### src/rtl/fetch_sequencer.sv
// fetch_sequencer: PC register and IF/ID pipeline register for the 16-bit core.
// Drives the fetch address, captures the instruction, and handles stall,
// branch/jump redirects and HALT freezing of fetch.
module fetch_sequencer #(
  parameter logic [15:0] RESET_PC    = 16'h0000,
  parameter logic [15:0] PC_STEP     = 16'd4,
  parameter logic [3:0]  HALT_OPCODE = 4'hF,
  parameter logic [15:0] NOP_INST    = 16'h0000
) (
  input  logic        clk,
  input  logic        rst_n,
  input  logic        stall,
  input  logic        branch_taken,
  input  logic [15:0] branch_target,
  input  logic        jump,
  input  logic [15:0] jump_target,
  input  logic [15:0] inst_in,
  output logic [15:0] pc,
  output logic [15:0] if_id_inst,
  output logic [15:0] if_id_pc_plus4,
  output logic        if_id_valid,
  output logic        halted,
  output logic [15:0] fetch_count
);

  typedef enum logic [1:0] {
    BOOT   = 2'd0,
    RUN    = 2'd1,
    HALTED = 2'd2
  } state_e;

  state_e      state_q, state_d;
  logic [15:0] pc_q, pc_d;
  logic [15:0] inst_q, inst_d;
  logic [15:0] pc4_q, pc4_d;
  logic        valid_q, valid_d;
  logic        halted_q, halted_d;
  logic [15:0] count_q, count_d;

  logic        redirect_s;
  logic [15:0] redirect_pc_s;
  logic [15:0] pc_next_s;

  // Redirect target selection: the EX branch is older than the ID jump, so it wins.
  always_comb begin
    redirect_s    = branch_taken | jump;
    redirect_pc_s = 16'h0000;
    if (branch_taken) begin
      redirect_pc_s = {branch_target[15:2], 2'b00};
    end else begin
      redirect_pc_s = {jump_target[15:2], 2'b00};
    end
    pc_next_s = pc_q + PC_STEP;
  end

  // Next-state logic: holds everything by default, then applies the per-state action.
  always_comb begin
    state_d  = state_q;
    pc_d     = pc_q;
    inst_d   = inst_q;
    pc4_d    = pc4_q;
    valid_d  = valid_q;
    halted_d = halted_q;
    count_d  = count_q;
    case (state_q)
      BOOT: begin
        // One guaranteed bubble after reset: nothing is latched here.
        state_d = RUN;
      end
      RUN: begin
        if (redirect_s) begin
          pc_d    = redirect_pc_s;
          inst_d  = NOP_INST;
          pc4_d   = 16'h0000;
          valid_d = 1'b0;
        end else if (stall) begin
          // Hold pc, IF/ID and fetch_count.
          state_d = RUN;
        end else begin
          inst_d  = inst_in;
          pc4_d   = pc_next_s;
          valid_d = 1'b1;
          if (count_q != 16'hFFFF) begin
            count_d = count_q + 16'd1;
          end else begin
            count_d = count_q;
          end
          if (inst_in[15:12] == HALT_OPCODE) begin
            // HALT is delivered but the pc is frozen on its own address.
            halted_d = 1'b1;
            state_d  = HALTED;
          end else begin
            pc_d = pc_next_s;
          end
        end
      end
      HALTED: begin
        inst_d  = NOP_INST;
        pc4_d   = 16'h0000;
        valid_d = 1'b0;
        if (redirect_s) begin
          // A resolving older branch/jump cancels the speculative HALT.
          pc_d     = redirect_pc_s;
          halted_d = 1'b0;
          state_d  = RUN;
        end else begin
          pc_d = pc_q;
        end
      end
      default: begin
        state_d = BOOT;
      end
    endcase
  end

  // State and pipeline registers with asynchronous active-low reset.
  always_ff @(posedge clk or negedge rst_n) begin
    if (!rst_n) begin
      state_q  <= BOOT;
      pc_q     <= RESET_PC;
      inst_q   <= NOP_INST;
      pc4_q    <= 16'h0000;
      valid_q  <= 1'b0;
      halted_q <= 1'b0;
      count_q  <= 16'h0000;
    end else begin
      state_q  <= state_d;
      pc_q     <= pc_d;
      inst_q   <= inst_d;
      pc4_q    <= pc4_d;
      valid_q  <= valid_d;
      halted_q <= halted_d;
      count_q  <= count_d;
    end
  end

  assign pc             = pc_q;
  assign if_id_inst     = inst_q;
  assign if_id_pc_plus4 = pc4_q;
  assign if_id_valid    = valid_q;
  assign halted         = halted_q;
  assign fetch_count    = count_q;

endmodule

### config.mk
export PLATFORM = sky130hd
export DESIGN_NAME = fetch_sequencer
export DESIGN_NICKNAME = d
export VERILOG_FILES = /design/src/rtl/fetch_sequencer.sv
export SDC_FILE = /design/constraint.sdc
export NUM_CORES = 1
export LEC_CHECK = 0
export ABC_AREA = 1
export CAP_MARGIN = 10
export CORE_MARGIN = 2
export CORE_UTILIZATION = 50
export CTS_CLUSTER_DIAMETER = 150
export CTS_CLUSTER_SIZE = 10
export DETAILED_ROUTE_END_ITERATION = 6
export PLACE_DENSITY = 0.87
export SLEW_MARGIN = 40
export SYNTH_ARGS = -nofsm -noshare
export SYNTH_HDL_FRONTEND = slang
export SYNTH_SLANG_ARGS = --single-unit
### constraint.sdc
create_clock -name clk -period 3.65 [get_ports clk]
set_input_delay 1.095 -clock clk [delete_from_list [all_inputs] [get_ports clk]]
set_output_delay 1.095 -clock clk [all_outputs]
set_load 0.02 [all_outputs]
==> impl_metrics.json, run 1 <==
{
  "pwr-share-seq_pct": 35.0,
  "yosysUniqueCellTypes": 32,
  "multi_input_area_um2": 1670,
  "cp.required_ns": 3.87,
  "hold_class": "flop to flop",
  "core_area_um2": 6830,
  "post-place-ws_ns": 0.636,
  "diodes": 0,
  "fill_cells": 552,
  "cts_resized": 0,
  "first_global_vias": 3313,
  "dr.first_iter.drc_count": 145,
  "cts_root_buf": "clkbuf_8",
  "p_leak_uw": 0.00227,
  "synth_top_area_share_pct": 45.9,
  "cts_tree": "built",
  "hold_viol_final": 0,
  "die_w_um": 88.2,
  "mostFrequentLayoutCells": "nand2_1 (179), clkdlybuf4s50_1 (111), dfrtp_1 (65)",
  "io_buffers": 112,
  "p_sw_share_pct": 41.4,
  "grt_overflow": 0,
  "slew_viol_final": 0,
  "critPathKind": "primary input to flop",
  "clock_latency_ns": 0.34,
  "place_hpwl_um": 6550,
  "clockBufferDepth": 2,
  "globalplace.congestion": 0.845,
  "comb_power_share_pct": 45.9,
  "grt_max_degree": 66,
  "clockPowerShare_pct": 19.0,
  "synth_edf_count": 0,
  "grt_setup_unrepaired": "false",
  "final_core_util_pct": 71.9,
  "setup_ws_ns": 0.975,
  "cts_setup_buffers": 0,
  "numCtsBuffers": 9,
  "routed_wl_um": 8800,
  "critPathMaxFanout": 18,
  "setup_tns_ns": 0,
  "num_rows": 30,
  "vdd_ir_drop_max_v": 0.000323,
  "die_h_um": 88.2,
  "avgSynthCellArea_um2": 7.76,
  "synth_area_leaders": "dfrtp_1 (46%), nand2_1 (19%), o21ai_0 (4.2%)",
  "cts_sinks": 65,
  "die_area_um2": 7780,
  "grt_util_all_layers_pct": 23.6,
  "power_uw": 3270,
  "startpoint_type": "primary input",
  "power.internal_uw": 1920,
  "synth-seq-cells": 65,
  "holdWs_ns": 0.483,
  "grt_pass1_wl_um": 14600,
  "synth_flop_cell": "dfrtp_1",
  "regArea_um2": 1630,
  "start_util_pct": 51.9,
  "slew_headroom_pct": 61.6,
  "ys_async_sr_fraction_pct": 100,
  "tightest_slew_ns": 0.577,
  "htree_levels": 3,
  "fin_crit_sh_pct": 73.3,
  "drive_above_1_share_pct": 7.34,
  "status": "complete, no violations",
  "synth-seq-area-share_pct": 45.9,
  "synthCells": 457,
  "synth-warning-count": 0,
  "nNetsFinal": 624,
  "worstSetupEndpointType": "flop",
  "p_switching_uw": 1350,
  "synth_top_cell_by_area": "dfrtp_1",
  "clock_skew_ns": 0.00973,
  "power_density_nw_per_um2": 665,
  "holdBufCountCts": 0,
  "netlist_area_um2": 3550,
  "num_vias": 3493,
  "antenna_left": 0,
  "final_common_cell": "nand2_1",
  "antenna_found_initial": 0,
  "cts.clk_slew.worst_paths_ns": 0.07,
  "post_drt_wl_per_cell_um": 13.2,
  "finalSetupViolations": 0,
  "pin_count": 119,
  "avgViaCountPerCell": 5.23,
  "arrival_ns": 2.90,
  "dr.pass1.iters": 4,
  "remaining_drc_errors": 0,
  "period_needed_ns": 2.68,
  "drv_cap": 0,
  "fmax_ghz": 0.374,
  "syn_to_final_growth_pct": 38.5
}
-- critical path, cell delays in order --
cell	delay, ns
clkdlybuf4s50_1	0.46
nor2_4	0.24
nand2_4	0.17
inv_2	0.24
nand2_1	0.10
nand2_2	0.26
inv_4	0.16
nand2_1	0.12
o21ai_2	0.05
-- final timing paths --
path / slack [ns] / depth (start not counted) / startpoint / endpoint
hold / removal: 0.48 / 2 / if_id_pc_plus4[11] / if_id_pc_plus4[11]
setup / recovery: 0.97 / 9 / branch_taken / pc[7]
max in group asynchronous: 2.41 / 2 / rst_n / fetch_count[4]
setup reg to reg: 1.82 / 9 / state_q[0] / pc[7]
min in group asynchronous: 0.84 / 2 / rst_n / fetch_count[8]
hold reg to reg: 0.48 / 2 / if_id_pc_plus4[11] / if_id_pc_plus4[11]
-- layout make-up --
| cell class | count | share of cell area, % |
|---|---|---|
| clock buffer | 12 | 3.36 |
| clock inverter | 2 | 0.764 |
| inverter | 34 | 2.70 |
| multi-input combinational | 342 | 34.1 |
| sequential | 65 | 33.1 |
| tap | 96 | 2.45 |
| timing repair buffer | 117 | 23.6 |
-- synthesized netlist by cell type (5+ instances only) --
cell / n
nand2_1: 179
dfrtp_1: 65
nor2_1: 35
inv_1: 30
o21ai_0: 30
nand3_1: 27
a22o_1: 17
buf_2: 8
nand4_1: 7
o21ai_2: 6
a21oi_1: 5
o211ai_1: 5
xor2_1: 5
-- state kept, by name (all words and copies together) (netlist names) --
register        count
pc                 14
fetch_count        16
halted              1
if_id_inst         16
state_q             2
if_id_valid         1
if_id_pc_plus4     15
-- power groups by stage --
stage / Clock [µW] / Sequential, µW / Combinational, µW
after detailed placement: 0 / 1150 / 1500
after global placement: 0 / 1140 / 1450
after floorplan: 0 / 1350 / 673
after global routing: 659 / 1170 / 1650
after CTS: 625 / 1140 / 1510
final: 622 / 1150 / 1500
-- layer usage --
metal  wire length (µm)  GRT usage [%]  up-vias
met1               3700           29.7     1624
met4                131           8.26        0
met5                  0              0        -
met2               4190           39.6      153
li1                   -              -     1699
met3                777           6.16       17
-- metrics by stage --
step           instance area (µm²)  std cells
2_1_floorplan                 3550        458
3_3_place_gp                  4710        654
3_5_place_dp                  4710        654
4_1_cts                       4910        668
5_1_grt                       4910        668
6_report                      4910        668
-- cell families after synthesis --
| kind of cell | after synthesis | synth area share (%) |
|---|---|---|
| compound gates | 64 | 12.1 |
| xor+xnor | 9 | 2.22 |
| other cells | 1 | 0.106 |
| simple gates | 263 | 31.3 |
| fa+ha+maj | 2 | 0.705 |
| buf+inv | 51 | 7.09 |
| mux | 2 | 0.564 |
| flops | 65 | 45.9 |
No activity file was read; power rests on OpenSTA's default activity.
==> run 2: changes to the inputs <==
--- a/config.mk
+++ b/config.mk
@@ -8,11 +8,11 @@
 export ABC_AREA = 1
 export CAP_MARGIN = 10
 export CORE_MARGIN = 2
-export CORE_UTILIZATION = 50
+export CORE_UTILIZATION = 42
 export CTS_CLUSTER_DIAMETER = 150
 export CTS_CLUSTER_SIZE = 10
 export DETAILED_ROUTE_END_ITERATION = 6
-export PLACE_DENSITY = 0.87
+export PLACE_DENSITY = 0.77
 export SLEW_MARGIN = 40
 export SYNTH_ARGS = -nofsm -noshare
 export SYNTH_HDL_FRONTEND = slang
==> constraint.sdc (replaced) <==
create_clock -name clk -period 2.36 [get_ports clk]
set_input_delay 0.708 -clock clk [delete_from_list [all_inputs] [get_ports clk]]
set_output_delay 0.708 -clock clk [all_outputs]
set_load 0.02 [all_outputs]
==> run 2 against run 1 <==
First-iteration DRC count shrank 21%. Flip-flop and latch count stayed put. Sequential share of layout area down 0.33 points. Utilization is 12 points lower. Critical path depth shrank 8. Setup slack got worse by 0.82 ns. Sequential power grew 53%. Clock power increased by 51%. Routed wire length rose by 2.3%. Largest cell class unchanged.
==> impl_metrics.json, run 2 (synthesis results as in run 1) <==
{
  "cts_sinks": 65,
  "startpoint_type": "flop",
  "dr.pass1.iters": 4,
  "final_common_cell": "nand2_1",
  "die_w_um": 95.9,
  "diodes": 0,
  "numCtsBuffers": 9,
  "power_density_nw_per_um2": 1020,
  "num_rows": 33,
  "holdBufCountCts": 0,
  "grt_max_degree": 45,
  "start_util_pct": 43.2,
  "post_drt_wl_per_cell_um": 13.2,
  "clock_skew_ns": 0.0111,
  "fin_crit_sh_pct": 93.5,
  "die_h_um": 95.9,
  "grt_overflow": 0,
  "vdd_ir_drop_max_v": 0.000422,
  "crit_family": "buffers and inverters",
  "holdWs_ns": 0.327,
  "crit_buf_inv": 1,
  "worstSetupEndpointType": "output port",
  "antenna_left": 0,
  "path_cells": "clkdlybuf4s50_1",
  "cts_setup_buffers": 0,
  "syn_to_final_growth_pct": 39.9,
  "remaining_drc_errors": 0,
  "tightest_slew_ns": 0.516,
  "first_global_vias": 3251,
  "drv_cap": 0,
  "critical_path_depth": 1,
  "setup_tns_ns": 0,
  "avgViaCountPerCell": 5.05,
  "die_area_um2": 9200,
  "grt_pass1_wl_um": 15000,
  "period_needed_ns": 2.21,
  "htree_levels": 3,
  "crit_start": "fetch_count[2]",
  "drive_above_1_share_pct": 8.46,
  "grt_util_all_layers_pct": 20.8,
  "slew_viol_final": 0,
  "r2r.worst_path.cells": 8,
  "finalSetupViolations": 0,
  "p_leak_uw": 0.00229,
  "cp.required_ns": 1.65,
  "core_area_um2": 8220,
  "cpMaxStageDelayCell": "clkdlybuf4s50_1",
  "cts_resized": 0,
  "max_stage_delay_ns": 0.66,
  "clockBufferDepth": 2,
  "fmax_ghz": 0.453,
  "dr.first_iter.drc_count": 115,
  "arrival_ns": 1.50,
  "mostFrequentLayoutCells": "nand2_1 (179), clkdlybuf4s50_1 (111), dfrtp_1 (65)",
  "globalplace.congestion": 0.895,
  "routed_wl_um": 9000,
  "cts_root_buf": "clkbuf_8",
  "place_hpwl_um": 6810,
  "critPathMaxFanout": 7,
  "hold_class": "primary input to async pin",
  "hold_viol_final": 0,
  "grt_setup_unrepaired": "false",
  "num_vias": 3453,
  "nNetsFinal": 629,
  "pin_count": 119,
  "power_uw": 5060,
  "fill_cells": 736,
  "clock_latency_ns": 0.35,
  "cts.clk_slew.worst_paths_ns": 0.07,
  "io_buffers": 112,
  "antenna_found_initial": 0,
  "status": "complete, no violations",
  "critPathKind": "flop to output port",
  "cts_tree": "built",
  "regToRegStartpoint": "fetch_count[0]",
  "slew_headroom_pct": 65.6
}
## run 2: cell count changes in the layout (fill, tap and decap cells not counted)
cell	change
clkbuf_8	-3
clkinv_4	+1
clkinv_2	+2
buf_6	-1
buf_4	+5
buf_12	+1
clkinvlp_4	+2
## run 2: per-layer routing
layer / wire length, µm / track usage, %
met5: 0 / 0
met2: 4250 / 34.8
met1: 3890 / 26.4
met4: 166 / 7.38
met3: 691 / 4.78
## run 2: cell type report
class | count | area (µm²) | area share (%)
Sequential cell | 65 | 1630 | 32.8
Tap cell | 105 | 131 | 2.65
Multi-Input combinational cell | 342 | 1670 | 33.7
Inverter | 34 | 133 | 2.67
Clock buffer | 9 | 124 | 2.50
Clock inverter | 7 | 71.3 | 1.44
Timing Repair Buffer | 122 | 1200 | 24.3
## run 2: through the flow
stage	std cells	worst slack (ns)	area (µm²)	utilization [%]
floorplan	458	0.672	3550	-
global placement	668	0.0903	4770	58.0
detailed placement	668	0.0468	4770	58.0
CTS	684	0.146	4960	60.4
global route	684	0.109	4960	60.4
finish	684	0.154	4960	60.4
## run 2: final timing paths
path	endpoint	slack, ns
max in group asynchronous	if_id_inst[11]	1.40
min in group clk	if_id_pc_plus4[15]	0.48
max	fetch_count[2]	0.15
min	fetch_count[15]	0.33
max reg2reg	fetch_count[13]	0.52
min reg2reg	if_id_pc_plus4[15]	0.48
## run 2: where the power goes
group / switching (µW) / total, µW / leakage (µW) / internal [µW]
sequential: 322 / 1760 / 0.000866 / 1440
clock: 457 / 942 / 0.0000912 / 485
combinational: 1350 / 2360 / 0.00133 / 1010
total: 2130 / 5060 / 0.00229 / 2930
==> run 3: changes to the inputs <==
--- a/config.mk
+++ b/config.mk
@@ -7,12 +7,12 @@
 export LEC_CHECK = 0
 export ABC_AREA = 1
 export CAP_MARGIN = 10
-export CORE_MARGIN = 2
-export CORE_UTILIZATION = 42
+export CORE_UTILIZATION = 50
 export CTS_CLUSTER_DIAMETER = 150
 export CTS_CLUSTER_SIZE = 10
 export DETAILED_ROUTE_END_ITERATION = 6
-export PLACE_DENSITY = 0.77
+export PLACE_DENSITY = 0.87
+export RECOVER_POWER = 50
 export SLEW_MARGIN = 40
 export SYNTH_ARGS = -nofsm -noshare
 export SYNTH_HDL_FRONTEND = slang
==> constraint.sdc (replaced) <==
create_clock -name clk -period 2.65 [get_ports clk]
set_input_delay 0.795 -clock clk [delete_from_list [all_inputs] [get_ports clk]]
set_output_delay 0.795 -clock clk [all_outputs]
set_load 0.02 [all_outputs]
==> run 3 against run 2 <==
Register-to-register slack improved by 0.30 ns. Flip-flop and latch count did not move. Clock skew fell by 0.0069 ns.
==> impl_metrics.json, run 3 (synthesis results as in run 1) <==
{
  "vdd_ir_drop_max_v": 0.000413,
  "first_global_vias": 3391,
  "grt_pass1_wl_um": 14900,
  "fmax_ghz": 0.442,
  "antenna_found_initial": 0,
  "met3_usage_pct": 5.71,
  "cts_sinks": 65,
  "arrival_ns": 1.47,
  "syn_to_final_growth_pct": 38.0,
  "post_drt_wl_per_cell_um": 13.3,
  "clock_latency_ns": 0.34,
  "diodes": 0,
  "final_common_cell": "nand2_1",
  "power_density_nw_per_um2": 902,
  "r2r-end": "fetch_count[8]",
  "p_leak_uw": 0.00227,
  "antenna_left": 0,
  "remaining_drc_errors": 0,
  "rrSetupSlack_ns": 0.82,
  "clockBufferDepth": 2,
  "cts_setup_buffers": 0,
  "cts_root_buf": "clkbuf_8",
  "finalSetupViolations": 0,
  "max_stage_delay_ns": 0.66,
  "clock_skew_ns": 0.00414,
  "dr.pass1.iters": 4,
  "dr.first_iter.drc_count": 144,
  "holdWs_ns": 0.484,
  "grt_use_met1_pct": 30.3,
  "r2r.worst_path.cells": 8,
  "critPathMaxFanout": 6,
  "path_cells": "clkdlybuf4s50_1",
  "die_w_um": 86.2,
  "hold_path_startpoint": "if_id_pc_plus4[7]",
  "startpoint_type": "flop",
  "cts_resized": 0,
  "pwr-share-seq_pct": 35.6,
  "mostFrequentLayoutCells": "nand2_1 (179), clkdlybuf4s50_1 (110), dfrtp_1 (65)",
  "io_buffers": 112,
  "period_needed_ns": 2.26,
  "cpMaxStageDelayCell": "clkdlybuf4s50_1",
  "regToRegStartpoint": "fetch_count[0]",
  "power.internal_uw": 2560,
  "status": "complete, no violations",
  "nNetsFinal": 626,
  "numCtsBuffers": 9,
  "hold_class": "flop to flop",
  "pin_count": 119,
  "core_area_um2": 6830,
  "grt_setup_unrepaired": "false",
  "crit_family": "buffers and inverters",
  "drv_cap": 0,
  "routed_wl_um": 8910,
  "comb_power_share_pct": 46.9,
  "grt_max_degree": 46,
  "cts_tree": "built",
  "die_area_um2": 7430,
  "crit_buf_inv": 1,
  "p_switching_uw": 1860,
  "num_rows": 30,
  "holdBufCountCts": 0,
  "hold_viol_final": 0,
  "avgViaCountPerCell": 5.19,
  "met2_usage_pct": 43.9,
  "setup_tns_ns": 0,
  "clockPowerShare_pct": 17.5,
  "grt_util_all_layers_pct": 25.1,
  "start_util_pct": 51.9,
  "worstSetupEndpointType": "output port",
  "slew_viol_final": 0,
  "htree_levels": 3,
  "slew_headroom_pct": 13.3,
  "cp.required_ns": 1.86,
  "top_usage_layer": "met2",
  "cts.clk_slew.worst_paths_ns": 0.07,
  "fin_crit_sh_pct": 85.4,
  "die_h_um": 86.2,
  "hold_depth": 2,
  "num_vias": 3485,
  "hold_end": "if_id_pc_plus4[7]",
  "critPathKind": "flop to output port",
  "globalplace.congestion": 0.871,
  "p_sw_share_pct": 42.1,
  "place_hpwl_um": 6520,
  "tightest_slew_ns": 1.30,
  "drive_above_1_share_pct": 7.30,
  "grt_overflow": 0
}
==> run 3: cell count changes in the layout (fill, tap and decap cells not counted), moves of 2 or more <==
cell and delta:
buf_4 -6, clkbuf_2 +3, clkinvlp_4 -2, clkbuf_8 +3
clkbuf_1 +2
==> run 3: layout make-up <==
cell class                      instances  area [µm²]
Sequential cell                        65        1630
Clock inverter                          2        12.5
Multi-Input combinational cell        342        1660
Timing Repair Buffer                  119        1170
Clock buffer                           13         169
Fill cell                             558        1940
Tap cell                               96         120
Inverter                               34         133
==> run 3: metrics by stage <==
step | cells | area [µm²] | total power [µW] | utilization [%] | worst slack, ns
final | 671 | 4890 | 4420 | 71.6 | 0.388
after global routing | 671 | 4890 | 4690 | 71.6 | 0.296
after CTS | 671 | 4910 | 4450 | 71.9 | 0.379
after detailed placement | 656 | 4730 | 3650 | 69.3 | 0.217
after global placement | 656 | 4730 | 3590 | 69.3 | 0.277
after floorplan | 458 | 3550 | 2780 | - | 0.946
==> run 3: worst register-to-register path, cell delays in order, from the launching register on <==
cell and delay (ns):
dfrtp_1 0.46, ha_1 0.29, nand2_2 0.09, nor3_4 0.22
nand4_2 0.18, nand2_4 0.21, inv_2 0.14, nand2_1 0.09
nand2_1 0.05
==> run 3: layer usage <==
metal	share of wire [%]	vias to the layer above
met5	0	-
met4	2.0	0
met2	49	156
li1	-	1698
met3	7.4	21
met1	42	1610
==> run 3: worst max-delay path by stage <==
| stage | to | from | cells past startpoint | slack [ns] |
|---|---|---|---|---|
| after floorplan | pc[6] | branch_taken | 9 | 0.95 |
| after global placement | pc[8] | branch_taken | 9 | 0.28 |
| after detailed placement | pc[2] | branch_taken | 9 | 0.22 |
| after CTS | fetch_count[6] | fetch_count[6] | 1 | 0.38 |
| after global routing | if_id_pc_plus4[3] | branch_taken | 6 | 0.30 |
| final | fetch_count[6] | fetch_count[6] | 1 | 0.39 |
==> run 3: power groups by stage <==
stage / combinational (µW) / sequential, µW / clock, µW
floorplan: 927 / 1850 / 0
global placement: 2020 / 1570 / 0
detailed placement: 2080 / 1570 / 0
CTS: 2100 / 1570 / 783
global route: 2260 / 1610 / 824
finish: 2070 / 1570 / 773
